**config.mk**
```make
export PLATFORM = sky130hd
export DESIGN_NAME = whack_scorer
export DESIGN_NICKNAME = d
export VERILOG_FILES = /design/src/rtl/whack_pkg.sv /design/src/rtl/toggle_sync.sv /design/src/rtl/whack_scorer.sv
export SDC_FILE = /design/constraint.sdc
export NUM_CORES = 1
export LEC_CHECK = 0
export CAP_MARGIN = 5
export CORE_ASPECT_RATIO = 1.25
export CORE_MARGIN = 10
export CORE_UTILIZATION = 50
export DETAILED_ROUTE_END_ITERATION = 6
export GPL_TIMING_DRIVEN = 0
export PLACE_DENSITY = 0.82
export SLEW_MARGIN = 5
export SYNTH_ARGS = -nofsm -noshare
export SYNTH_HDL_FRONTEND = slang
export SYNTH_SLANG_ARGS = --single-unit
```
**constraint.sdc**
```tcl
create_clock -name clk -period 7.7 [get_ports clk]
set_input_delay 0.77 -clock clk [delete_from_list [all_inputs] [get_ports clk]]
set_output_delay 0.77 -clock clk [all_outputs]
set_load 0.05 [all_outputs]
```
**src/rtl/whack_pkg.sv**
```systemverilog
// Shared types and helpers for the whack-a-mole scorer: state encoding,
// an 18-bit population count and a saturating score adder.
package whack_pkg;

  localparam int N_HOLES_DEF = 18;
  localparam int SCORE_W_DEF = 10;

  typedef enum logic [1:0] {
    IDLE,
    ACTIVE,
    GAME_OVER
  } state_t;

  function automatic logic [4:0] popcount18(input logic [17:0] v);
    logic [4:0] c;
    c = '0;
    for (int i = 0; i < 18; i++) c = c + {4'b0, v[i]};
    return c;
  endfunction

  // Callers pass their counter zero-extended to 16 bits plus their own ceiling.
  function automatic logic [15:0] sat_add(input logic [15:0] acc, input logic [4:0] inc,
                                          input logic [15:0] max_val);
    logic [16:0] s;
    s = {1'b0, acc} + {12'b0, inc};
    if (s > {1'b0, max_val}) return max_val;
    return s[15:0];
  endfunction

endpackage

```
**src/rtl/toggle_sync.sv**
```systemverilog
// Two-flop synchronizer plus previous-value register; emits either a toggle
// vector (any change) or a rising-edge pulse per bit.
module toggle_sync #(
  parameter int W    = 1,
  parameter bit RISE = 1'b0
) (
  input  logic         clk,
  input  logic         reset,
  input  logic [W-1:0] din,
  output logic [W-1:0] evt
);

  logic [W-1:0] s1;
  logic [W-1:0] s2;
  logic [W-1:0] prev;

  always_ff @(posedge clk) begin
    if (reset) begin
      s1   <= '0;
      s2   <= '0;
      prev <= '0;
    end else begin
      s1   <= din;
      s2   <= s1;
      prev <= s2;
    end
  end

  assign evt = RISE ? (s2 & ~prev) : (s2 ^ prev);

endmodule

```
**src/rtl/whack_scorer.sv**
```systemverilog
// Round-based mole scorer: latches the live-mole mask on each mole_clk rise,
// scores switch toggles as hits or misses, and tallies escaped moles.
module whack_scorer
  import whack_pkg::*;
#(
  parameter int N_HOLES     = N_HOLES_DEF,
  parameter int SCORE_W     = SCORE_W_DEF,
  parameter int MAX_ESCAPES = 20
) (
  input  logic               clk,
  input  logic               reset,
  input  logic               game_enable,
  input  logic               mole_clk,
  input  logic [N_HOLES-1:0] mole_positions,
  input  logic [N_HOLES-1:0] switches,
  output logic [N_HOLES-1:0] visible_moles,
  output logic [SCORE_W-1:0] hit_count,
  output logic [SCORE_W-1:0] miss_count,
  output logic [SCORE_W-1:0] escape_count,
  output logic               hit_strobe,
  output logic               game_over
);

  localparam logic [15:0] SAT_MAX = 16'((1 << SCORE_W) - 1);
  localparam logic [31:0] MAX_E   = 32'(MAX_ESCAPES);

  logic [N_HOLES-1:0] whack;
  logic               round_start;

  toggle_sync #(.W(N_HOLES), .RISE(1'b0)) u_sw_sync (
    .clk(clk), .reset(reset), .din(switches), .evt(whack)
  );

  toggle_sync #(.W(1), .RISE(1'b1)) u_mc_sync (
    .clk(clk), .reset(reset), .din(mole_clk), .evt(round_start)
  );

  state_t             state_q, state_d;
  logic [N_HOLES-1:0] live_q, live_d;
  logic [SCORE_W-1:0] hit_q, hit_d, miss_q, miss_d, esc_q, esc_d;
  logic               strobe_q, strobe_d;

  logic [N_HOLES-1:0] hits, wrong, live_after;
  logic [SCORE_W-1:0] hit_sum, miss_sum, esc_sum;

  assign hits       = whack & live_q;
  assign wrong      = whack & ~live_q;
  assign live_after = live_q & ~whack;
  assign hit_sum    = SCORE_W'(sat_add(16'(hit_q), popcount18(18'(hits)), SAT_MAX));
  assign miss_sum   = SCORE_W'(sat_add(16'(miss_q), popcount18(18'(wrong)), SAT_MAX));
  // Escapes are counted after this cycle's whacks have cleared their moles.
  assign esc_sum    = SCORE_W'(sat_add(16'(esc_q), popcount18(18'(live_after)), SAT_MAX));

  always_ff @(posedge clk) begin
    if (reset) state_q <= IDLE;
    else       state_q <= state_d;
  end

  always_comb begin
    state_d  = state_q;
    live_d   = live_q;
    hit_d    = hit_q;
    miss_d   = miss_q;
    esc_d    = esc_q;
    strobe_d = 1'b0;
    if (!game_enable) begin
      state_d = IDLE;
      live_d  = '0;
    end else begin
      case (state_q)
        IDLE: begin
          if (round_start) begin
            hit_d   = '0;
            miss_d  = '0;
            esc_d   = '0;
            live_d  = mole_positions;
            state_d = ACTIVE;
          end
        end
        ACTIVE: begin
          hit_d    = hit_sum;
          miss_d   = miss_sum;
          strobe_d = |hits;
          live_d   = live_after;
          if (round_start) begin
            esc_d = esc_sum;
            if (32'(esc_sum) >= MAX_E) begin
              state_d = GAME_OVER;
              live_d  = '0;
            end else begin
              live_d = mole_positions;
            end
          end
        end
        GAME_OVER: live_d = '0;
        default:   state_d = IDLE;
      endcase
    end
  end

  always_ff @(posedge clk) begin
    if (reset) begin
      live_q   <= '0;
      hit_q    <= '0;
      miss_q   <= '0;
      esc_q    <= '0;
      strobe_q <= 1'b0;
    end else begin
      live_q   <= live_d;
      hit_q    <= hit_d;
      miss_q   <= miss_d;
      esc_q    <= esc_d;
      strobe_q <= strobe_d;
    end
  end

  assign visible_moles = live_q;
  assign hit_count     = hit_q;
  assign miss_count    = miss_q;
  assign escape_count  = esc_q;
  assign hit_strobe    = strobe_q;
  assign game_over     = (state_q == GAME_OVER);

endmodule

```
[Yosys cells after proc, flatten, opt, wreduce, memory -nomap -nowiden]
Index checks and enable logic that the tools add are counted.
Word-level totals
  bits in registers: 108
  bits of input ports: 40
  output and inout bits: 50
  logic and storage cells: 118
Cells by class
  $add $sub $neg: 54
  magnitude comparators: 4
  equal/unequal tests: 5
  muxes and demuxes: 22
  bitwise logic cells: 11
  reduce and logical (&&, ||, !) cells: 10
Operators with widths (number)
  adder 5 x 1 -> 5 bit: 39
  two-way mux 10 bit: 8
  case mux 10 bit (2 select lines): 3
  AND 18 bit: 3
  two-way mux 18 bit: 3
  case mux 18 bit (3 select lines): 1
  NOT 18 bit: 2
  adder 10 x 5 -> 11 bit: 3
  > comparator 11 x 10 -> 1 bit (second input constant): 3
  OR reduction 18 bit: 1
  XOR 18 bit: 1
  adder 4 x 1 -> 5 bit: 3
  adder 3 x 1 -> 4 bit: 3
  >= comparator 10 x 5 -> 1 bit (second input constant): 1
  adder 2 x 1 -> 3 bit: 3
  AND reduction 4 bit: 2
  adder 1 x 1 -> 2 bit: 3
  two-way mux 2 bit: 3
  inequality test 2 bit (second input constant): 3
  case mux 2 bit (3 select lines): 1
  NOT 1 bit: 4
  two-way mux 1 bit: 3
  AND reduction 3 bit: 1
  nonzero test 3 bit: 1
  other kinds (8): 8

[Logic depth before layout (Yosys ltp)]
  depth after elaboration: 28
  gate-level depth with buffers: 22
  depth with buffers taken out: 20

[Modules after synthesis]
A second synthesis with hierarchy kept.
Second synthesis, totals
  cells, all modules: 674
  area total of the unflattened synthesis: 6361.1 um2
Modules (own cells, without submodules)
  whack_scorer: times used 1, cells an instance 536, area an instance 4672.0 um2, seq. area each 1021.0 um2
  toggle_sync (u_sw_sync): times used 1, cells an instance 131, area an instance 1601.5 um2, seq. area each 1081.0 um2
  toggle_sync (u_mc_sync): times used 1, cells an instance 7, area an instance 87.6 um2, seq. area each 60.1 um2

[Least setup slack after synthesis]
Ideal clock, no wire load.
  path kind: reg-to-reg
  from: register live_q[0], in the netlist visible_moles[0]
  to: register live_q[11], in the netlist visible_moles[11]
  data arrival time: 5741 ps
  setup slack: 1889 ps
  cell stages (with the launch flop): 21
  path buffers: 1
  path through: dfxtp_1 > nand2_1 > fa_1 > inv_1 > fa_1 > inv_1 > fa_1 > fa_1 > inv_1 > fa_1 > fa_1 > inv_1 > fa_1 > nand2b_2 > a21oi_1 > xnor2_1 > a2bb2o_4 > and4bb_2 > nand3_4 > buf_6 > a21oi_1
Between the ends
  longest elaborated chain between the ends: 26
Ends and longest elaborated chain
  start, declared: RTL line whack_scorer.sv:39  | logic [N_HOLES-1:0] live_q, live_d;
  start signal, assigned: RTL line whack_scorer.sv:109  | live_q <= live_d;
  AND 18 bit (*): RTL line whack_scorer.sv:48  | assign live_after = live_q & ~whack;
  adder 1 x 1 -> 2 bit (*): RTL line whack_pkg.sv:17  | for (int i = 0; i < 18; i++) c = c + {4'b0, v[i]};
  adder 2 x 1 -> 3 bit (*): RTL line whack_pkg.sv:17
  adder 3 x 1 -> 4 bit (*): RTL line whack_pkg.sv:17
  adder 4 x 1 -> 5 bit (*): RTL line whack_pkg.sv:17
  adder 5 x 1 -> 5 bit (*) (13 in a row): RTL line whack_pkg.sv:17
  adder 10 x 5 -> 11 bit (*): RTL line whack_pkg.sv:25  | s = {1'b0, acc} + {12'b0, inc};
  > comparator 11 x 10 -> 1 bit: RTL line whack_pkg.sv:26  | if (s > {1'b0, max_val}) return max_val;
  two-way mux 1 bit: RTL line whack_pkg.sv:26
  two-way mux 10 bit (*): RTL line whack_pkg.sv:27  | return s[15:0];
  >= comparator 10 x 5 -> 1 bit (*): RTL line whack_scorer.sv:87  | if (32'(esc_sum) >= MAX_E) begin
  two-way mux 18 bit (*): RTL line whack_scorer.sv:87
  two-way mux 18 bit (*): RTL line whack_scorer.sv:85  | if (round_start) begin
  case mux 18 bit (3 select lines) (*): RTL line whack_scorer.sv:70  | case (state_q)
Mark *: on every way between the ends. The rest lies on a longest branch, timed or not.
A chain may end at the register's enable or synchronous reset.

[Final worst setup path]
  from: register u_sw_sync.prev[0]
  to: register live_q[14], in the netlist visible_moles[14]
Between the ends
  longest elaborated chain between the ends: 28
Ends and longest elaborated chain
  start, declared: RTL line toggle_sync.sv:15  | logic [W-1:0] prev;
  start signal, assigned: RTL line toggle_sync.sv:21  | prev <= '0;
  start signal, assigned: RTL line toggle_sync.sv:25  | prev <= s2;
  XOR 18 bit (*): RTL line toggle_sync.sv:29  | assign evt = RISE ? (s2 & ~prev) : (s2 ^ prev);
  NOT 18 bit (*): RTL line whack_scorer.sv:48
  AND 18 bit (*): RTL line whack_scorer.sv:48
  adder 1 x 1 -> 2 bit (*): RTL line whack_pkg.sv:17
  adder 2 x 1 -> 3 bit (*): RTL line whack_pkg.sv:17
  adder 3 x 1 -> 4 bit (*): RTL line whack_pkg.sv:17
  adder 4 x 1 -> 5 bit (*): RTL line whack_pkg.sv:17
  adder 5 x 1 -> 5 bit (*) (13 in a row): RTL line whack_pkg.sv:17
  adder 10 x 5 -> 11 bit (*): RTL line whack_pkg.sv:25
  > comparator 11 x 10 -> 1 bit: RTL line whack_pkg.sv:26
  two-way mux 1 bit: RTL line whack_pkg.sv:26
  two-way mux 10 bit (*): RTL line whack_pkg.sv:27
  >= comparator 10 x 5 -> 1 bit (*): RTL line whack_scorer.sv:87
  two-way mux 18 bit (*): RTL line whack_scorer.sv:87
  two-way mux 18 bit (*): RTL line whack_scorer.sv:85
  case mux 18 bit (3 select lines) (*): RTL line whack_scorer.sv:70
Marked as above.

==> flow_metrics.env <==
export IMPL_start_kind="flip-flop"
export IMPL_hold_viol=0
export IMPL_synth_seq_cells=108
export IMPL_hold_class="reg2reg"
export IMPL_synth_xor_xnor_area_share=0.0423
export IMPL_reg2reg_setup_slack_ns=1.33
export IMPL_netlist_area_leader_share=0.337
export IMPL_vias=5373
export IMPL_yosys_area_share_simple=0.221
export IMPL_postCtsSetupBuffers=0
export IMPL_cp_required_ns=7.99
export IMPL_grt_pass1_wl_mm=26.1
export IMPL_synth_fa_ha_area_frac=0.207
export IMPL_path_class="reg2reg"
export IMPL_end_kind="flip-flop"
export IMPL_rsz0062_at_grt="false"
export IMPL_via_per_inst=5.50
export IMPL_synth_compound_area_frac=0.146
export IMPL_regToRegEndpoint="visible_moles[14]$_SDFFE_PP0P_"
export IMPL_clk_insertion_delay_late_ns=0.37
export IMPL_synthTopCellsByArea="dfxtp_1 (34%), fa_1 (12%), ha_1 (8.6%)"
export IMPL_critPathMostFrequentCell="fa_1"
export IMPL_grt_max_degree=23
export IMPL_synth_mux_area_frac=0.00312
export IMPL_cts_tree="built"
export IMPL_reg2regPathDepth=22
export IMPL_antenna_cells=0
export IMPL_tightest_slew_ns=1.05
export IMPL_cp_arrival_ns=6.66
export IMPL_outcome="finished, final reports clean"
export IMPL_synth_top_family_by_area="simple AND/OR/NAND/NOR gates"
export IMPL_p_leak_nw=3.30
export IMPL_cap_viol_max_count=0
export IMPL_crit_start="u_sw_sync.prev[0]$_SDFF_PP0_"
export IMPL_layout_common_cells="dfxtp_1 (108), clkdlybuf4s50_1 (89), nor2b_1 (68)"
export IMPL_synth_distinct_cells=54
export IMPL_initial_utilization=0.507
export IMPL_slowest_delay_ns=0.57
export IMPL_clkSlewWorstSetupHoldPaths_ns=0.08
export IMPL_final_common_cell="dfxtp_1"
export IMPL_tns_ns=0
export IMPL_cts_sink_count=108
export IMPL_drtAntennaViolNets=0
export IMPL_hold_buffers=0
export IMPL_grt_pass1_vias=5314
export IMPL_min_from="u_mc_sync.s1$_SDFF_PP0_"
export IMPL_crit_slowest_cell="fa_1"
export IMPL_r2r_start="u_sw_sync.prev[0]$_SDFF_PP0_"
export IMPL_powerDensity_nw_per_um2=165
export IMPL_final_setup_skew_ns=0.0181
export IMPL_synth_edf_count=0
export IMPL_die_area_sq_um=17800
export IMPL_cts_buffers=9
export IMPL_die_x_um=121
export IMPL_yosys_warnings=0
export IMPL_place_hpwl_mm=12.7
export IMPL_clockRootBuffer="clkbuf_16"
export IMPL_power_w=0.00130
export IMPL_firstDrtPassIters=7
export IMPL_wirelength_mm=16.3
export IMPL_htreeDepth=3
export IMPL_cp_cell_sequence="xnor2_1 -> nand2_1 -> fa_1 -> inv_1 -> fa_1 -> inv_1 -> fa_1 -> fa_1 -> inv_1 -> fa_1 -> fa_1 -> inv_1 -> fa_1 -> nand2b_2 -> a21oi_1 -> or2_1 -> clkbuf_1 -> and4b_1 -> o221a_2 -> nand3_4 -> buf_6 -> a21oi_1"
export IMPL_syn_area_sq_um=6420
export IMPL_first_iter_violations=394
export IMPL_drive_above_1_share=0.0507
export IMPL_slew_headroom=0.294
export IMPL_grt_ovfl_total=0
export IMPL_die_h_um=147
export IMPL_period_minus_slack_ns=6.37
export IMPL_avgSynthCellArea_sq_um=9.13
export IMPL_synthCells=704
export IMPL_hold_ws_ns=0.438
export IMPL_fmax_mhz=157
export IMPL_rows=46
export IMPL_grt_usage=0.183
export IMPL_clk_path_buf_depth=2
export IMPL_wire_per_inst_um=16.7
export IMPL_numPortBuffers=89
export IMPL_synth_flop_cell="dfxtp_1"
export IMPL_async_flop_share=0
export IMPL_worstHoldPathCells=1
export IMPL_num_io_pins=90
export IMPL_fin_nets=927
export IMPL_place_congestion=0.920
export IMPL_finalSetupViolCount=0
export IMPL_drc_errors=0
export IMPL_core_area_sq_um=12700
export IMPL_seq_area_frac_synth=0.337
export IMPL_layout_worst_path_cycle_share=0.827
export IMPL_drv_slew=0
export IMPL_antenna_found_initial=0
export IMPL_ir_drop_mv=0.158
export IMPL_syn_num_nets=827
export IMPL_cts_resized=0
export IMPL_min_to="u_mc_sync.s2$_SDFF_PP0_"
export IMPL_synth_top_area_cell="dfxtp_1"
export IMPL_crit_fanout=10
export IMPL_area_delta_synth_final_pct=22.1
==> state kept, by name, indices dropped and copies added (netlist names) <==
signal and cells:
u_mc_sync.s1 1, visible_moles 18, hit_strobe 1, hit_count 10
u_mc_sync.prev 1, escape_count 10, u_sw_sync.s2 18, u_mc_sync.s2 1
u_sw_sync.s1 18, miss_count 10, state_q 2, u_sw_sync.prev 18
==> kinds of logic (layout without fill, tap and decap cells) <==
| group | Yosys count | count (layout) |
|---|---|---|
| buffers and inverters | 72 | 177 |
| flip-flops | 108 | 108 |
| multiplexers | 2 | 2 |
| AND/OR/NAND/NOR | 259 | 259 |
| XOR/XNOR | 31 | 31 |
| adder cells (fa/ha/maj) | 83 | 83 |
| AO/OA/AOI/OAI | 149 | 149 |
==> how the worst max path moves through the flow <==
stage                                     endpoint  slack (ns)  cells past startpoint
floorplan           visible_moles[11]$_SDFFE_PP0P_        1.89                     20
global placement    visible_moles[14]$_SDFFE_PP0P_        1.61                     22
detailed placement  visible_moles[14]$_SDFFE_PP0P_        1.49                     22
CTS                 visible_moles[14]$_SDFFE_PP0P_        1.38                     22
global route        visible_moles[14]$_SDFFE_PP0P_        1.05                     22
finish              visible_moles[14]$_SDFFE_PP0P_        1.33                     22
==> final cells by class <==
class | count | area (sq um)
Sequential cell | 108 | 2160
Buffer | 26 | 108
Clock inverter | 7 | 91.3
Timing Repair Buffer | 89 | 891
Fill cell | 1063 | 4820
Tap cell | 168 | 210
Clock buffer | 9 | 225
Inverter | 46 | 173
Multi-Input combinational cell | 524 | 3980
==> metal layers <==
layer	GRT usage	share of wire
met5	0	0
met4	0.0920	0.043
met3	0.0418	0.071
met2	0.302	0.48
met1	0.215	0.40
==> critical path: cells and delay by family (launching register included) <==
kind | cells | cell delay, ns
buffers and inverters | 6 | 0.72
AO/OA/AOI/OAI | 3 | 0.56
AND/OR/NAND/NOR | 5 | 0.94
adder cells (fa/ha/maj) | 7 | 3.37
XOR/XNOR | 1 | 0.39
flip-flops | 1 | 0.31
==> metrics by stage <==
| step | cell area [sq um] | util | std cells | setup WS [ns] |
|---|---|---|---|---|
| after floorplan | 6420 | - | 704 | 1.89 |
| after global placement | 7530 | 0.594 | 961 | 1.61 |
| after detailed placement | 7530 | 0.594 | 961 | 1.49 |
| after CTS | 7840 | 0.619 | 977 | 1.38 |
| after global routing | 7840 | 0.619 | 977 | 1.05 |
| final | 7840 | 0.619 | 977 | 1.33 |
==> report_power, final <==
part	total (W)	switching, W	leakage (nW)	internal (W)
combinational	0.000229	0.000126	2.26	0.000104
clock	0.000485	0.000249	0.154	0.000236
sequential	0.000583	0.00000928	0.881	0.000574
==> synth_stat cells, types with 2 or more instances <==
library cell / instances
a211oi_1: 3
a21o_1: 10
a21oi_1: 56
a31oi_1: 6
and2_1: 15
and3_1: 15
buf_2: 2
clkbuf_1: 23
dfxtp_1: 108
fa_1: 39
ha_1: 44
inv_1: 46
mux2i_1: 2
nand2_1: 64
nand2b_1: 17
nand3_1: 5
nand3b_1: 13
nand4b_1: 3
nor2_1: 31
nor2b_1: 68
nor3_1: 7
o211ai_1: 14
o21a_1: 2
o21ai_0: 32
o21bai_1: 4
o221a_2: 2
o221ai_1: 5
o31a_1: 2
o41ai_1: 2
or2_2: 11
xnor2_1: 23
xor2_1: 8
(Power assumes the default switching activity.)
